**src/rtl/pc_fetch_unit_pkg.sv**
```systemverilog
// Shared definitions for the fetch/PC unit: FSM states, default widths
// and the branch-target helper.
package pc_fetch_unit_pkg;

    typedef enum logic [1:0] {
        BOOT     = 2'd0,
        RUN      = 2'd1,
        STALL    = 2'd2,
        BAR_WAIT = 2'd3
    } pc_state_e;

    localparam int PC_W_DEF  = 10;
    localparam int IMM_W_DEF = 8;

    // Branch target on a 32-bit canvas: pc of the branch + 1 + the
    // already sign-extended word offset. The caller truncates to PC_W.
    function automatic logic [31:0] branch_target(input logic [31:0] pc,
                                                  input logic [31:0] simm);
        return pc + 32'd1 + simm;
    endfunction

endpackage

```
**src/rtl/pc_fetch_unit_next_sel.sv**
```systemverilog
// Combinational next-PC selection: redirect (JALR / taken branch),
// barrier resume point, sequential advance, or hold.
module pc_next_sel
    import pc_fetch_unit_pkg::*;
#(
    parameter int PC_W  = PC_W_DEF,
    parameter int IMM_W = IMM_W_DEF
) (
    input  logic [PC_W-1:0]  i_pc,
    input  logic             i_accept,
    input  logic             i_exec_valid,
    input  logic [PC_W-1:0]  i_exec_pc,
    input  logic             i_branch,
    input  logic             i_jump_now,
    input  logic [IMM_W-1:0] i_imm,
    input  logic             i_jalr,
    input  logic [31:0]      i_jalr_target,
    input  logic             i_barrier_en,
    output logic [PC_W-1:0]  o_next_pc,
    output logic             o_redirect,
    output logic             o_barrier_take,
    output logic             o_flush,
    output logic [PC_W-1:0]  o_link
);

    localparam logic [PC_W-1:0] PC_ONE = PC_W'(1);

    logic [31:0]     w_imm_sx;
    logic [31:0]     w_epc32;
    logic [31:0]     w_br_tgt32;
    logic [PC_W-1:0] w_br_tgt;
    logic [PC_W-1:0] w_jalr_tgt;
    logic [PC_W-1:0] w_seq_exec;
    logic            w_unused;

    assign w_imm_sx   = {{(32-IMM_W){i_imm[IMM_W-1]}}, i_imm};
    assign w_epc32    = {{(32-PC_W){1'b0}}, i_exec_pc};
    assign w_br_tgt32 = branch_target(w_epc32, w_imm_sx);
    assign w_br_tgt   = w_br_tgt32[PC_W-1:0];
    assign w_jalr_tgt = i_jalr_target[PC_W-1:0];
    assign w_seq_exec = i_exec_pc + PC_ONE;

    // Bits above the PC width wrap away by design.
    assign w_unused = ^{w_br_tgt32[31:PC_W], i_jalr_target[31:PC_W]};

    assign o_link  = w_seq_exec;
    assign o_flush = o_redirect | o_barrier_take;

    // Priority: JALR > taken branch > barrier > sequential accept > hold.
    always_comb begin
        o_next_pc      = i_pc;
        o_redirect     = 1'b0;
        o_barrier_take = 1'b0;
        if (i_exec_valid && i_jalr) begin
            o_next_pc  = w_jalr_tgt;
            o_redirect = 1'b1;
        end else if (i_exec_valid && i_branch && i_jump_now) begin
            o_next_pc  = w_br_tgt;
            o_redirect = 1'b1;
        end else if (i_exec_valid && i_barrier_en) begin
            o_next_pc      = w_seq_exec;
            o_barrier_take = 1'b1;
        end else if (i_accept) begin
            o_next_pc = i_pc + PC_ONE;
        end
    end

endmodule

```
**src/rtl/pc_fetch_unit.sv**
```systemverilog
// Fetch/PC unit: holds the PC, issues imem requests over req/ready,
// hands fetched PCs to decode one cycle later and applies redirects,
// barriers and stalls coming back from execute.
module pc_fetch_unit
    import pc_fetch_unit_pkg::*;
#(
    parameter int PC_W  = PC_W_DEF,
    parameter int IMM_W = IMM_W_DEF
) (
    input  logic             clk,
    input  logic             reset,
    input  logic             stall_i,
    input  logic             imem_ready_i,
    output logic             imem_req_o,
    output logic [PC_W-1:0]  imem_addr_o,
    output logic             fetch_valid_o,
    output logic [PC_W-1:0]  fetch_pc_o,
    input  logic             exec_valid_i,
    input  logic [PC_W-1:0]  exec_pc_i,
    input  logic             branch_i,
    input  logic             jump_now_i,
    input  logic [IMM_W-1:0] imm_i,
    input  logic             jalr_i,
    input  logic [31:0]      jalr_target_i,
    input  logic             barrier_i,
    input  logic             barrier_release_i,
    output logic             flush_o,
    output logic [PC_W-1:0]  link_o
);

    pc_state_e       r_state;
    pc_state_e       w_state_nxt;
    logic [PC_W-1:0] r_pc;
    logic            r_fv;
    logic [PC_W-1:0] r_fpc;

    logic            w_req;
    logic            w_accept;
    logic            w_bar_en;
    logic [PC_W-1:0] w_next_pc;
    logic            w_redirect;
    logic            w_bar_take;
    logic            w_flush;

    // A barrier only takes effect while the unit is actively fetching or stalled.
    assign w_bar_en = barrier_i && (r_state == RUN || r_state == STALL);
    assign w_accept = w_req && imem_ready_i;

    pc_next_sel #(
        .PC_W  (PC_W),
        .IMM_W (IMM_W)
    ) u_next_sel (
        .i_pc           (r_pc),
        .i_accept       (w_accept),
        .i_exec_valid   (exec_valid_i),
        .i_exec_pc      (exec_pc_i),
        .i_branch       (branch_i),
        .i_jump_now     (jump_now_i),
        .i_imm          (imm_i),
        .i_jalr         (jalr_i),
        .i_jalr_target  (jalr_target_i),
        .i_barrier_en   (w_bar_en),
        .o_next_pc      (w_next_pc),
        .o_redirect     (w_redirect),
        .o_barrier_take (w_bar_take),
        .o_flush        (w_flush),
        .o_link         (link_o)
    );

    // FSM state register.
    always_ff @(posedge clk) begin
        if (reset) r_state <= BOOT;
        else       r_state <= w_state_nxt;
    end

    // FSM next state and request strobe; a barrier released in its own
    // cycle skips BAR_WAIT entirely.
    always_comb begin
        w_state_nxt = r_state;
        w_req       = 1'b0;
        case (r_state)
            BOOT: w_state_nxt = RUN;
            RUN: begin
                w_req = 1'b1;
                if (w_bar_take)   w_state_nxt = barrier_release_i ? RUN : BAR_WAIT;
                else if (stall_i) w_state_nxt = STALL;
            end
            STALL: begin
                if (w_bar_take)    w_state_nxt = barrier_release_i ? RUN : BAR_WAIT;
                else if (!stall_i) w_state_nxt = RUN;
            end
            BAR_WAIT: begin
                if (barrier_release_i) w_state_nxt = RUN;
            end
            default: w_state_nxt = BOOT;
        endcase
    end

    // PC and decode hand-off. Flushes kill the next fetch_valid; an
    // accept (even in the cycle stall rises) advances and presents the
    // accepted address; a held stall keeps the instruction for decode.
    always_ff @(posedge clk) begin
        if (reset) begin
            r_pc  <= '0;
            r_fv  <= 1'b0;
            r_fpc <= '0;
        end else begin
            r_pc <= w_next_pc;
            if (w_redirect || w_bar_take) begin
                r_fv <= 1'b0;
            end else if (w_accept) begin
                r_fv  <= 1'b1;
                r_fpc <= r_pc;
            end else if (!(r_state == STALL && stall_i)) begin
                r_fv <= 1'b0;
            end
        end
    end

    assign imem_req_o    = w_req;
    assign imem_addr_o   = r_pc;
    assign fetch_valid_o = r_fv;
    assign fetch_pc_o    = r_fpc;
    // Reset outranks any redirect presented in the same cycle.
    assign flush_o       = w_flush && !reset;

endmodule
```
**config.mk**
```make
export PLATFORM = sky130hd
export DESIGN_NAME = pc_fetch_unit
export DESIGN_NICKNAME = d
export VERILOG_FILES = /design/src/rtl/pc_fetch_unit_pkg.sv /design/src/rtl/pc_fetch_unit_next_sel.sv /design/src/rtl/pc_fetch_unit.sv
export SDC_FILE = /design/constraint.sdc
export NUM_CORES = 1
export LEC_CHECK = 0
export BUFFER_PORTS_ARGS = -buffer_cell sky130_fd_sc_hd__buf_2
export CAP_MARGIN = 20
export CORE_AREA = 4 4 74 76
export CTS_CLUSTER_DIAMETER = 30
export CTS_CLUSTER_SIZE = 28
export DETAILED_ROUTE_END_ITERATION = 8
export DIE_AREA = 0 0 78 80
export PLACE_DENSITY_LB_ADDON = 0.15
export SLEW_MARGIN = 30
export SYNTH_ARGS = -nofsm -noshare
export SYNTH_HDL_FRONTEND = slang
export SYNTH_SLANG_ARGS = --single-unit
```
**constraint.sdc**
```tcl
create_clock -name clk -period 2.05 [get_ports clk]
set_input_delay 0.41 -clock clk [delete_from_list [all_inputs] [get_ports clk]]
set_output_delay 0.41 -clock clk [all_outputs]
set_load 0.01 [all_outputs]
```
After elaboration in Yosys (flattened, before gate mapping)
Cells that the tools add are included.

Word-level logic and storage cells: 52. Output and inout port bits: 33. Bits in registers: 23.

Muxes and demuxes: 19. Reduce and logical (&&, ||, !) cells: 16. Bitwise logic cells: 2. Eq/ne operators: 7. $add $sub $neg: 4.

Operators with widths (count): 10-bit 2-to-1 mux (4); 10-bit by 1-bit adder with 10-bit output, second input constant (3); 2-bit 2-to-1 mux (6); 10-bit adder (1); 1-bit logical AND (8); 1-bit 2-to-1 mux (8); 2-bit one-hot mux with 4 select lines (1); 3-bit by 2-bit != test with 1-bit output, second input constant (2); 2-bit == test, second input constant (2); 4-bit nonzero test (1); 3-bit AND reduction (1); 2-bit by 1-bit == test with 1-bit output, second input constant (1); 2-bit logical NOT (1); 1-bit logical OR (2); 2-bit by 1-bit != test with 1-bit output, second input constant (1); 2-bit != test, second input constant (1); 2-bit AND reduction (1); 2-bit OR reduction (1); 1-bit logical NOT (1); 1-bit inverter (1); 1-bit OR (1).

Longest topological paths before layout
Depth after elaboration: 10. Mapped depth: 9.

Cells and area by module
A second synthesis with hierarchy kept.

Cells, all modules: 257. Area total of the unflattened synthesis: 2011.9 um^2.

By module, submodules not included: pc_next_sel (cells an instance 165, area each 1137.3 um^2, seq. area each 0.0 um^2, instances 1); pc_fetch_unit (cells an instance 92, area each 874.6 um^2, seq. area each 460.4 um^2, instances 1).

Worst setup path before layout
Ideal clock, no wire load.

Path type: in2reg. From: in exec_pc_i[0]. To: reg r_pc[6] (netlist: imem_addr_o[6]). Slack: 0.020 ns. Required time: 1.933 ns. Stages on the path: 9. Arrival time: 1.913 ns. Cells stage by stage: inv_1 > ha_1 > inv_1 > fa_1 > a21oi_1 > o2111ai_1 > xnor2_1 > a31oi_1 > a22o_1.

Word-level cells in the longest chain between the ends: 4.

RTL lines: start: declaration (line pc_fetch_unit.sv:19) `input logic [PC_W-1:0] exec_pc_i,`; 10-bit by 1-bit adder with 10-bit output (line pc_fetch_unit_pkg.sv:19, pc_fetch_unit_next_sel.sv:41); 10-bit adder or 10-bit 2-to-1 mux (tied branches) (line pc_fetch_unit_pkg.sv:19, pc_fetch_unit_next_sel.sv:60); 10-bit 2-to-1 mux (*) (line pc_fetch_unit_next_sel.sv:57) `end else if (i_exec_valid && i_branch && i_jump_now) begin`; 10-bit 2-to-1 mux (*) (line pc_fetch_unit_next_sel.sv:54) `if (i_exec_valid && i_jalr) begin`; end signal: assignment (line pc_fetch_unit.sv:108) `r_pc <= w_next_pc;`; end: declaration (line pc_fetch_unit.sv:33) `logic [PC_W-1:0] r_pc;`.

Every way passes the cells marked *; elsewhere a longest branch is shown, timed or not. A chain may end at the register's enable or synchronous reset.

Worst setup path after layout
From: reg r_state[0]. To: reg r_pc[7] (netlist: imem_addr_o[7]).

Word-level cells in the longest chain between the ends: 7.

RTL lines: start: declaration (line pc_fetch_unit.sv:31) `pc_state_e r_state;`; start signal: assignment (line pc_fetch_unit.sv:73) `else r_state <= w_state_nxt;`; 2-bit by 1-bit == test with 1-bit output or 2-bit == test (tied branches) (line pc_fetch_unit.sv:46, pc_fetch_unit.sv:81); 1-bit logical OR (line pc_fetch_unit.sv:46) `assign w_bar_en = barrier_i && (r_state == RUN || r_state == STALL);`; 1-bit logical AND (line pc_fetch_unit.sv:46); 1-bit logical AND (line pc_fetch_unit_next_sel.sv:60) `end else if (i_exec_valid && i_barrier_en) begin`; 10-bit 2-to-1 mux (line pc_fetch_unit_next_sel.sv:60); 10-bit 2-to-1 mux (line pc_fetch_unit_next_sel.sv:57); 10-bit 2-to-1 mux (line pc_fetch_unit_next_sel.sv:54).

Several ways; a longest one is shown, not always the timed one.

==> results.json <==
{
  "end_kind": "flop",
  "via_per_inst": 5.351,
  "netlist_area_sq_mm": 0.001996,
  "nFillCells": 470,
  "ir_drop_mv": 0.2628,
  "hold_viol_final": 0,
  "crit_type": "reg2reg",
  "hold_path_class": "in2reg",
  "ctsHoldBuffers": 0,
  "layout.area.seq_sq_um": 461.7,
  "powerDensity_mw_per_mm2": 697.6,
  "multi_input_area_sq_mm": 0.001465,
  "sequentialPowerShare_pct": 32.0,
  "cts_tree": "yes",
  "hold_start": "jalr_target_i[2]",
  "status": "finished, final reports clean",
  "io_buffers": 70,
  "drive_above_1_share_pct": 31.34,
  "htree_levels": 1,
  "synth_cells": 250,
  "fin_util_pct": 56.00,
  "r2r-end": "imem_addr_o[7]",
  "antenna_found_initial": 0,
  "fin_crit_sh_pct": 95.57,
  "grt-ovfl-total": 0,
  "crit_top_cell": "buf_4",
  "area_growth_pct": 32.54,
  "tightest_slew_ps": 482.9,
  "clockPowerShare_pct": 15.6,
  "dieArea_sq_mm": 0.006240,
  "power_mw": 1.845,
  "cp_num_buf_inv": 3,
  "layout_common_cells": "70 x buf_2, 30 x nor2_1, 22 x dfxtp_1",
  "path_clk_slew_ps": 90,
  "core_area_sq_mm": 0.004723,
  "whs_endpoint": "imem_addr_o[2]",
  "skew_ps": 9.804,
  "maxSlewHeadroom_pct": 67.51,
  "drv_slew": 0,
  "mostFrequentLayoutCell": "buf_2",
  "crit_family": "compound AO/OA/AOI/OAI gates",
  "p_sw_uw": 719.1,
  "root_buffer": "clkbuf_8",
  "leakagePower_nw": 1.202,
  "wl_um": 5855,
  "diodes": 0,
  "routabilityCongestion": 0.8184,
  "clkLatencyLatePin_ps": 270,
  "ant_nets": 0,
  "num_rows": 25,
  "synth_edf_count": 0,
  "postSynth.asyncResetShare_pct": 0,
  "ys_warn_count": 0,
  "vias": 2151,
  "tns_ps": 0,
  "hpwl_um": 4753,
  "yosysUniqueCellTypes": 57,
  "whs_path_depth": 3,
  "cp_slowest_cell": "dfxtp_2",
  "synth_top_cell_by_area": "dfxtp_1",
  "crit_arrival_ps": 2120,
  "yosys-top-cells-area": "dfxtp_1 23%, ha_1 8.8%, mux2i_1 7.0%, nor2_1 5.8%, xnor2_1 4.8%",
  "drt_iter0_drc": 110,
  "syn_area_per_cell_sq_um": 7.983,
  "io_pins": 93,
  "worstPathRequired_ps": 2210,
  "finalNetCount": 411,
  "synth_top_area_share_pct": 23.07,
  "seq_area_frac_synth_pct": 23.07,
  "worstPathCellList": "inv_1 -> ha_4 -> and3b_2 -> buf_4 -> a211o_1 -> buf_4 -> o22ai_1 -> nor2_1 -> o311a_1",
  "wl_per_cell_um": 14.56,
  "die_h_um": 80,
  "setup_violations": 0,
  "power_switching_share_pct": 38.97,
  "rsz0062_at_grt": "no",
  "first_pass_iters": 4,
  "first_global_vias": 2073,
  "clock_path_buffers": 2,
  "fmax_mhz": 510.4,
  "grt_usage_pct": 18.99,
  "die_width_um": 78,
  "cts.sinks": 23,
  "numCtsBuffers": 3,
  "maxCapViolations": 0,
  "start_util_pct": 42.25,
  "r2r-start": "r_state[0]",
  "startpoint_type": "flop",
  "intPower_mw": 1.126,
  "place_area_sq_mm": 0.002542,
  "pwr-share-comb_pct": 52.3,
  "grt_max_degree": 15,
  "path_max_fanout": 4,
  "min_period_ps": 1959,
  "synth_flop_cell": "dfxtp_1",
  "syn_nets": 325,
  "drc": 0,
  "r2r_setup_slack_ps": 90,
  "r2r_cells": 9,
  "ys_seq_elements": 23,
  "design_area_sq_mm": 0.002645,
  "crit_path_max_incr_delay_ps": 350,
  "grt_first_pass_wirelength_um": 9625
}
==> how the worst max path moves through the flow <==
stage	start	end	slack [ps]	cells past startpoint
2_1_floorplan	exec_pc_i[0]	imem_addr_o[6]	20	9
3_3_place_gp	exec_pc_i[0]	imem_addr_o[8]	-140	10
3_5_place_dp	exec_pc_i[0]	imem_addr_o[6]	-210	10
4_1_cts	r_state[0]	flush_o	30	6
5_1_grt	exec_pc_i[0]	imem_addr_o[6]	3	10
6_report	r_state[0]	imem_addr_o[7]	90	9
==> logic make-up (layout without fill, tap and decap cells) <==
| group | count (synthesis) | count (layout) | synth area share, % |
|---|---|---|---|
| DFF | 23 | 23 | 23.07 |
| xor gates and xnor gates | 18 | 18 | 7.900 |
| AOI/OAI and AO/OA | 66 | 66 | 24.33 |
| adders and majority gates | 15 | 15 | 9.781 |
| muxes | 14 | 14 | 7.022 |
| and+or+nand+nor | 90 | 90 | 22.32 |
| buffers and inverters | 24 | 109 | 5.580 |
==> power groups by stage <==
stage / registers, mW / clock network, mW / logic (mW)
final: 0.591 / 0.289 / 0.965
after global routing: 0.607 / 0.309 / 1.08
after CTS: 0.588 / 0.294 / 0.917
after detailed placement: 0.599 / 0 / 0.896
after global placement: 0.597 / 0 / 0.890
after floorplan: 0.604 / 0 / 0.540
==> sequential cells by signal, summed over array words and instances (netlist names) <==
register / cells
imem_addr_o: 10
fetch_valid_o: 1
r_state: 2
fetch_pc_o: 10
==> area by class of cell <==
| class | instances | area share (%) |
|---|---|---|
| Sequential cell | 23 | 17.46 |
| Inverter | 13 | 1.845 |
| Timing Repair Buffer | 92 | 20.44 |
| Tap cell | 67 | 3.169 |
| Clock buffer | 4 | 1.703 |
| Multi-Input combinational cell | 203 | 55.39 |
==> worst reg2reg max path, cell delays in order (launching register included) <==
cell and delay, ps:
dfxtp_2 350, inv_1 80, ha_4 270, and3b_2 240, buf_4 160, a211o_1 300, buf_4 160, o22ai_1 140
nor2_1 50, o311a_1 110
==> synthesized netlist by cell type (7+ instances only) <==
master,n
nand2_1,18
xor2_1,7
dfxtp_1,23
nand3_1,11
ha_1,14
mux2i_1,14
xnor2_1,11
nor2_1,31
inv_1,13
o21ai_0,9
a21oi_1,12
==> per-layer routing <==
metal	GRT usage [%]	up-vias	wire, um
met2	34.67	66	2791
met5	0	-	0
met4	5.769	0	90
met1	23.65	982	2625
met3	1.467	6	348
li1	-	1097	-
==> metrics by stage <==
stage	cells	hold WS (ps)	worst slack [ps]
after global routing	402	402.5	3.252
final	402	390.8	90.86
after CTS	402	390.7	25.24
after floorplan	250	464.7	19.92
after global placement	396	469.5	-135.6
after detailed placement	396	475.3	-206.2
==> repair_timing <==
action | in CTS | in global routing
resized for setup | 2 | 8
endpoints found under the setup margin | 1 | 7
setup buffers | 2 | 0
gates cloned | 0 | 0
endpoints found under the hold margin | 0 | 0
pin swaps | 0 | 1
No activity file was read; power rests on OpenSTA's default activity.
